`src/rtl/cpe_pkg.sv`:
```
// Shared types and helpers for the convolution MAC engine: FSM states,
// accumulator sizing and signed saturation.
package cpe_pkg;

  typedef enum logic [1:0] {
    IDLE,
    MAC,
    REDUCE,
    DONE
  } state_t;

  // Saturation works on a fixed wide container so one function serves any OUT_WIDTH.
  localparam int SAT_W = 128;

  typedef struct packed {
    logic                    ovf;
    logic signed [SAT_W-1:0] value;
  } sat_t;

  function automatic int acc_width(input int data_w, input int taps, input int channels);
    return 2 * data_w + $clog2(taps * channels) + 1;
  endfunction

  function automatic sat_t saturate(input logic signed [SAT_W-1:0] value, input int out_w);
    logic signed [SAT_W-1:0] max_v;
    logic signed [SAT_W-1:0] min_v;
    sat_t                    res;
    max_v     = $signed((SAT_W'(1) << (out_w - 1)) - SAT_W'(1));
    min_v     = ~max_v;
    res.ovf   = 1'b0;
    res.value = value;
    if (value > max_v) begin
      res.ovf   = 1'b1;
      res.value = max_v;
    end else if (value < min_v) begin
      res.ovf   = 1'b1;
      res.value = min_v;
    end
    return res;
  endfunction

endpackage

```
`src/rtl/cpe_mac_lane.sv`:
```
// One channel lane: tap-indexed operand select, full-precision signed multiply
// and a wide accumulator with clear and enable.
module cpe_mac_lane #(
  parameter int DATA_WIDTH = 32,
  parameter int TAPS       = 9,
  parameter int TAP_W      = $clog2(TAPS),
  parameter int ACC_WIDTH  = 2 * DATA_WIDTH + $clog2(TAPS) + 1
) (
  input  logic                         Clk,
  input  logic                         Rst,
  input  logic                         clr,
  input  logic                         en,
  input  logic [TAP_W-1:0]             tap,
  input  logic [TAPS*DATA_WIDTH-1:0]   a_flat,
  input  logic [TAPS*DATA_WIDTH-1:0]   b_flat,
  output logic signed [ACC_WIDTH-1:0]  acc
);

  logic signed [DATA_WIDTH-1:0]   a_sel;
  logic signed [DATA_WIDTH-1:0]   b_sel;
  logic signed [2*DATA_WIDTH-1:0] prod;
  logic signed [ACC_WIDTH-1:0]    acc_d;
  logic signed [ACC_WIDTH-1:0]    acc_q;

  always_comb begin
    a_sel = a_flat[tap*DATA_WIDTH +: DATA_WIDTH];
    b_sel = b_flat[tap*DATA_WIDTH +: DATA_WIDTH];
    prod  = a_sel * b_sel;
    acc_d = acc_q;
    if (clr) begin
      acc_d = '0;
    end else if (en) begin
      acc_d = acc_q + {{(ACC_WIDTH-2*DATA_WIDTH){prod[2*DATA_WIDTH-1]}}, prod};
    end
  end

  always_ff @(posedge Clk) begin
    if (Rst) begin
      acc_q <= '0;
    end else begin
      acc_q <= acc_d;
    end
  end

  assign acc = acc_q;

endmodule

```
`src/rtl/cpe_mac_engine.sv`:
```
// Convolution processing element: captures a KxK window/kernel bundle per channel,
// accumulates sequentially, then applies bias, optional reduction, ReLU and saturation.
module cpe_mac_engine
  import cpe_pkg::*;
#(
  parameter int DATA_WIDTH  = 32,
  parameter int KERNEL_SIZE = 3,
  parameter int CHANNELS    = 1,
  parameter int OUT_WIDTH   = 32,
  localparam int TAPS       = KERNEL_SIZE * KERNEL_SIZE,
  parameter int ACC_WIDTH   = acc_width(DATA_WIDTH, KERNEL_SIZE * KERNEL_SIZE, CHANNELS),
  parameter int TAP_W       = $clog2(KERNEL_SIZE * KERNEL_SIZE)
) (
  input  logic                                Clk,
  input  logic                                Rst,
  input  logic                                in_valid,
  output logic                                in_ready,
  input  logic [CHANNELS*TAPS*DATA_WIDTH-1:0] multiplier_input,
  input  logic [CHANNELS*TAPS*DATA_WIDTH-1:0] multiplicand_input,
  input  logic [OUT_WIDTH-1:0]                bias,
  input  logic                                relu_en,
  input  logic                                reduce_en,
  output logic                                out_valid,
  input  logic                                out_ready,
  output logic [CHANNELS*OUT_WIDTH-1:0]       out_sum,
  output logic [CHANNELS-1:0]                 out_ovf
);

  state_t                              state_q;
  logic [TAP_W-1:0]                    tap_q;
  logic [CHANNELS*TAPS*DATA_WIDTH-1:0] a_q;
  logic [CHANNELS*TAPS*DATA_WIDTH-1:0] b_q;
  logic [OUT_WIDTH-1:0]                bias_q;
  logic                                relu_q;
  logic                                reduce_q;
  logic                                out_valid_q;
  logic [CHANNELS*OUT_WIDTH-1:0]       out_sum_q;
  logic [CHANNELS-1:0]                 out_ovf_q;
  logic                                accept;
  logic signed [ACC_WIDTH-1:0]         acc [CHANNELS];

  assign in_ready = (state_q == IDLE);
  assign accept   = in_ready && in_valid;

  // Operand capture: the bundle is frozen at acceptance so inputs may change freely afterwards.
  always_ff @(posedge Clk) begin
    if (accept) begin
      a_q      <= multiplier_input;
      b_q      <= multiplicand_input;
      bias_q   <= bias;
      relu_q   <= relu_en;
      reduce_q <= reduce_en;
    end
  end

  for (genvar c = 0; c < CHANNELS; c++) begin : g_lane
    cpe_mac_lane #(
      .DATA_WIDTH(DATA_WIDTH),
      .TAPS      (TAPS),
      .TAP_W     (TAP_W),
      .ACC_WIDTH (ACC_WIDTH)
    ) u_lane (
      .Clk   (Clk),
      .Rst   (Rst),
      .clr   (accept),
      .en    (state_q == MAC),
      .tap   (tap_q),
      .a_flat(a_q[c*TAPS*DATA_WIDTH +: TAPS*DATA_WIDTH]),
      .b_flat(b_q[c*TAPS*DATA_WIDTH +: TAPS*DATA_WIDTH]),
      .acc   (acc[c])
    );
  end

  logic signed [ACC_WIDTH-1:0]   bias_ext;
  logic signed [ACC_WIDTH-1:0]   lane_sum;
  logic signed [ACC_WIDTH-1:0]   r;
  logic [CHANNELS*OUT_WIDTH-1:0] red_sum;
  logic [CHANNELS-1:0]           red_ovf;
  sat_t                          sat;

  // ReLU precedes saturation, so a clamped negative never reports overflow.
  always_comb begin
    bias_ext = {{(ACC_WIDTH-OUT_WIDTH){bias_q[OUT_WIDTH-1]}}, bias_q};
    lane_sum = '0;
    for (int c = 0; c < CHANNELS; c++) begin
      lane_sum = lane_sum + acc[c];
    end
    red_sum = '0;
    red_ovf = '0;
    r       = '0;
    sat     = '0;
    for (int c = 0; c < CHANNELS; c++) begin
      if (reduce_q) begin
        r = (c == 0) ? lane_sum + bias_ext : '0;
      end else begin
        r = acc[c] + bias_ext;
      end
      if (relu_q && r < 0) begin
        r = '0;
      end
      sat = saturate({{(SAT_W-ACC_WIDTH){r[ACC_WIDTH-1]}}, r}, OUT_WIDTH);
      red_sum[c*OUT_WIDTH +: OUT_WIDTH] = sat.value[OUT_WIDTH-1:0];
      red_ovf[c] = sat.ovf;
    end
  end

  always_ff @(posedge Clk) begin
    if (Rst) begin
      state_q     <= IDLE;
      tap_q       <= '0;
      out_valid_q <= 1'b0;
      out_sum_q   <= '0;
      out_ovf_q   <= '0;
    end else begin
      case (state_q)
        IDLE: begin
          if (in_valid) begin
            state_q <= MAC;
            tap_q   <= '0;
          end
        end
        MAC: begin
          tap_q <= tap_q + 1'b1;
          if (tap_q == TAP_W'(TAPS - 1)) begin
            state_q <= REDUCE;
          end
        end
        REDUCE: begin
          out_sum_q   <= red_sum;
          out_ovf_q   <= red_ovf;
          out_valid_q <= 1'b1;
          state_q     <= DONE;
        end
        DONE: begin
          if (out_ready) begin
            out_valid_q <= 1'b0;
            state_q     <= IDLE;
          end
        end
        default: state_q <= IDLE;
      endcase
    end
  end

  assign out_valid = out_valid_q;
  assign out_sum   = out_sum_q;
  assign out_ovf   = out_ovf_q;

endmodule

```
`config.mk`:
```
export PLATFORM = sky130hd
export DESIGN_NAME = cpe_mac_engine
export DESIGN_NICKNAME = d
export VERILOG_FILES = /design/src/rtl/cpe_pkg.sv /design/src/rtl/cpe_mac_lane.sv /design/src/rtl/cpe_mac_engine.sv
export SDC_FILE = /design/constraint.sdc
export NUM_CORES = 2
export LEC_CHECK = 0
export BUFFER_PORTS_ARGS = -buffer_cell sky130_fd_sc_hd__buf_2
export CAP_MARGIN = 20
export CORE_MARGIN = 1.5
export CORE_UTILIZATION = 56
export DETAILED_ROUTE_END_ITERATION = 6
export MAX_ROUTING_LAYER = met4
export PLACE_DENSITY = 0.76
export SLEW_MARGIN = 20
export SYNTH_ARGS = -nofsm -noshare
export SYNTH_HDL_FRONTEND = slang
export SYNTH_SLANG_ARGS = --single-unit
```
`constraint.sdc`:
```
create_clock -name Clk -period 22.6 [get_ports Clk]
set_input_delay 4.52 -clock Clk [delete_from_list [all_inputs] [get_ports Clk]]
set_output_delay 4.52 -clock Clk [all_outputs]
set_load 0.005 [all_outputs]
```
==> flow_metrics.py <==
metrics = {
    "run_status": {
        "status": "finished clean",
    },
    "setup_path": {
        "critPathMaxStageDelay_ps": 1020,
        "crit_required_ps": 23170,
        "path_max_fanout": 43,
        "cp_slowest_cell": "o21a_1",
        "arrival_ps": 15750,
        "path_common_cell": "fa_1",
        "worstSetupStartpointType": "flop",
        "critical_path_class": "flop to flop",
        "end_kind": "flop",
    },
    "sta": {
        "relSlewSlack_pct": 14.90,
        "final_hold_viol_count": 0,
        "setup_viol": 0,
        "skew_ps": 46.42,
        "max_freq_ghz": 0.06588,
        "timing.setup.tns_ps": 0,
        "min_period_ps": 15180,
        "worst_slew_pin_slew_ps": 1276,
        "rsz0062_at_grt": "false",
        "finalMaxSlewViolations": 0,
        "finalCritPeriodShare_pct": 67.16,
    },
    "global_routing": {
        "grt_pass1_wl_microns": 317500,
        "grt_antenna_before_repair": 47,
        "overflow": 0,
        "top_usage_layer": "met2",
        "grt_max_degree": 180,
        "met3_usage_pct": 9.450,
        "grt_usage_pct": 34.48,
        "grt_use_met1_pct": 41.60,
        "use_met2_pct": 53.07,
        "grt_pass1_vias": 54360,
    },
    "layout": {
        "fillCellCount": 9720,
        "nets": 9097,
        "final_layout_size_suffix_gt1_share_pct": 16.06,
        "area_growth_pct": 11.18,
    },
    "flow_run": {
        "drv_cap": 0,
    },
    "floorplanning": {
        "core_area_sq_mm": 0.1243,
        "die_area_sq_mm": 0.1279,
        "start_util_pct": 56.66,
        "std_cell_rows": 129,
        "io_pins": 649,
        "die_w_microns": 357.6,
        "fp.dieH_microns": 357.6,
    },
    "logic_synthesis": {
        "ys_seq_elements": 718,
        "ys.flop_type": "edfxtp_1",
        "avgSynthCellArea_sq_um": 10.77,
        "syn_inst": 6538,
        "synth.distinct_cells": 104,
        "synth_edf_count": 609,
        "ys_warn_count": 0,
        "synth_area_leaders": "fa_1 31%, edfxtp_1 26%, ha_1 5.9%",
        "syn_area_sq_mm": 0.07041,
        "yosysMostFrequentCell": "fa_1",
        "async_reset_ff_share_pct": 0,
        "netlist.area_leader.share_pct": 30.82,
        "synth_nets": 8568,
        "synth.top_cells.by_count": "1,084 x fa_1, 995 x inv_1, 787 x nor2_1",
        "ys_seq_area_share_pct": 29.07,
        "yosys.area.top_type": "fa_1",
    },
    "clock_network": {
        "hold_buffers": 0,
        "htreeDepth": 3,
        "cts_setup_buffers": 0,
        "cts-buffers-inserted": 79,
        "path_clk_slew_ps": 60,
        "root_buffer": "clkbuf_16",
        "cts_tree": "yes",
        "cts.path.max_buffers": 3,
        "clk_latency_ps": 710,
        "cts_resized": 0,
        "clock-sinks": 718,
    },
    "placement": {
        "gp_congestion": 0.9681,
        "port-buffer-count": 647,
        "dp_hpwl_microns": 165600,
    },
    "detailed_routing": {
        "dr.pass1.iters": 6,
        "postRouteAntennaNets": 0,
        "via_per_inst": 5.956,
        "wire_per_inst_microns": 24.16,
        "drc_errors": 0,
        "drt_iter0_markers": 5283,
        "num_vias": 52490,
        "totalWireLength_microns": 212900,
    },
    "worst_hold_path": {
        "hp-class": "flop to flop",
    },
}
## registers in the layout (all words and copies together), names as in the netlist
register	count
out_ovf	1
bias_q	32
tap_q	4
b_q	288
out_sum	32
out_valid	1
state_q	2
a_q	288
relu_q	1
g_lane.u_lane.acc	69
## critical path, delay by kind of cell (launching register included)
| kind | cells | cell delay [ps] |
|---|---|---|
| flops | 1 | 800 |
| mux | 2 | 930 |
| simple gates | 9 | 1490 |
| fa+ha+maj | 10 | 4910 |
| xor+xnor | 1 | 130 |
| buf+inv | 4 | 1620 |
| compound gates | 16 | 5030 |
## logic make-up after synthesis
family | count (synthesis) | synth area share (%)
DFF | 718 | 29.07
AOI/OAI and AO/OA | 859 | 8.055
buffers and inverters | 1307 | 7.067
xor gates and xnor gates | 171 | 2.127
adders and majority gates | 1416 | 36.72
muxes | 243 | 5.731
and+or+nand+nor | 1824 | 11.23
## path summary, 6_finish.rpt
check	from	endpoint	slack [ps]	cells past startpoint
max	tap_q[0]$_SDFFE_PP0P_	g_lane[0].u_lane.acc[65]$_SDFFE_PP0P_	7420	42
min	out_ovf$_SDFFE_PP0P_	out_ovf$_SDFFE_PP0P_	490	2
max reg2reg	tap_q[0]$_SDFFE_PP0P_	g_lane[0].u_lane.acc[65]$_SDFFE_PP0P_	7420	42
min reg2reg	out_ovf$_SDFFE_PP0P_	out_ovf$_SDFFE_PP0P_	490	2
## per-stage QoR
step / util [%] / instance area (sq um) / setup slack, ps / instances / hold WS (ps)
2_1_floorplan: - / 70410 / 1761 / 6538 / 446.5
3_3_place_gp: 60.75 / 75500 / 8037 / 8622 / 470.1
3_5_place_dp: 60.75 / 75500 / 7834 / 8622 / 480.1
4_1_cts: 62.88 / 78140 / 7819 / 8765 / 491.6
5_1_grt: 62.97 / 78260 / 6681 / 8804 / 505.4
6_report: 62.99 / 78290 / 7421 / 8813 / 486.3
## layout make-up
cell class | count | area (sq um) | area share, %
Clock inverter | 47 | 580.6 | 0.7416
Clock buffer | 96 | 2061 | 2.632
Sequential cell | 718 | 20480 | 26.17
Tap cell | 1637 | 2048 | 2.616
Timing Repair Buffer | 758 | 4088 | 5.222
Inverter | 997 | 3742 | 4.780
Multi-Input combinational cell | 4513 | 45160 | 57.69
Antenna cell | 47 | 117.6 | 0.1502
## layout by cell type (no fill, tap or decap), types with 15 or more instances in the layout
master,Yosys,final
and3_1,25,25
buf_4,1,109
a21o_1,99,99
nor2b_1,26,26
nand3_1,61,61
xor2_1,60,60
clkbuf_1,252,15
o21ai_1,45,38
o21ai_0,128,114
a21oi_1,239,223
nand2_1,624,624
inv_1,995,995
or2_2,51,51
xnor2_1,111,111
o21a_1,73,72
nand4_1,35,35
a21oi_2,1,16
a31oi_1,28,28
diode_2,0,47
a211oi_1,29,29
buf_2,17,647
clkinv_1,2,18
fa_1,1084,1084
o21ai_2,2,20
and2_1,25,24
o32ai_1,28,28
mux2i_1,114,113
or3_1,39,39
nor2_1,787,787
clkbuf_16,0,79
edfxtp_1,609,609
mux4_2,128,128
o211ai_1,21,21
o21bai_1,35,35
dfxtp_1,109,105
nor3_1,41,41
nand2b_1,44,44
ha_1,332,331
## layer usage
layer | wire length (microns) | part of all wire [%]
met5 | 0 | 0
met4 | 12830 | 6.0
met3 | 23750 | 11
met2 | 100700 | 47
met1 | 75600 | 36
Power is not shown: default switching activity piles up to over one toggle a cycle in this logic, so the estimate is an artifact.
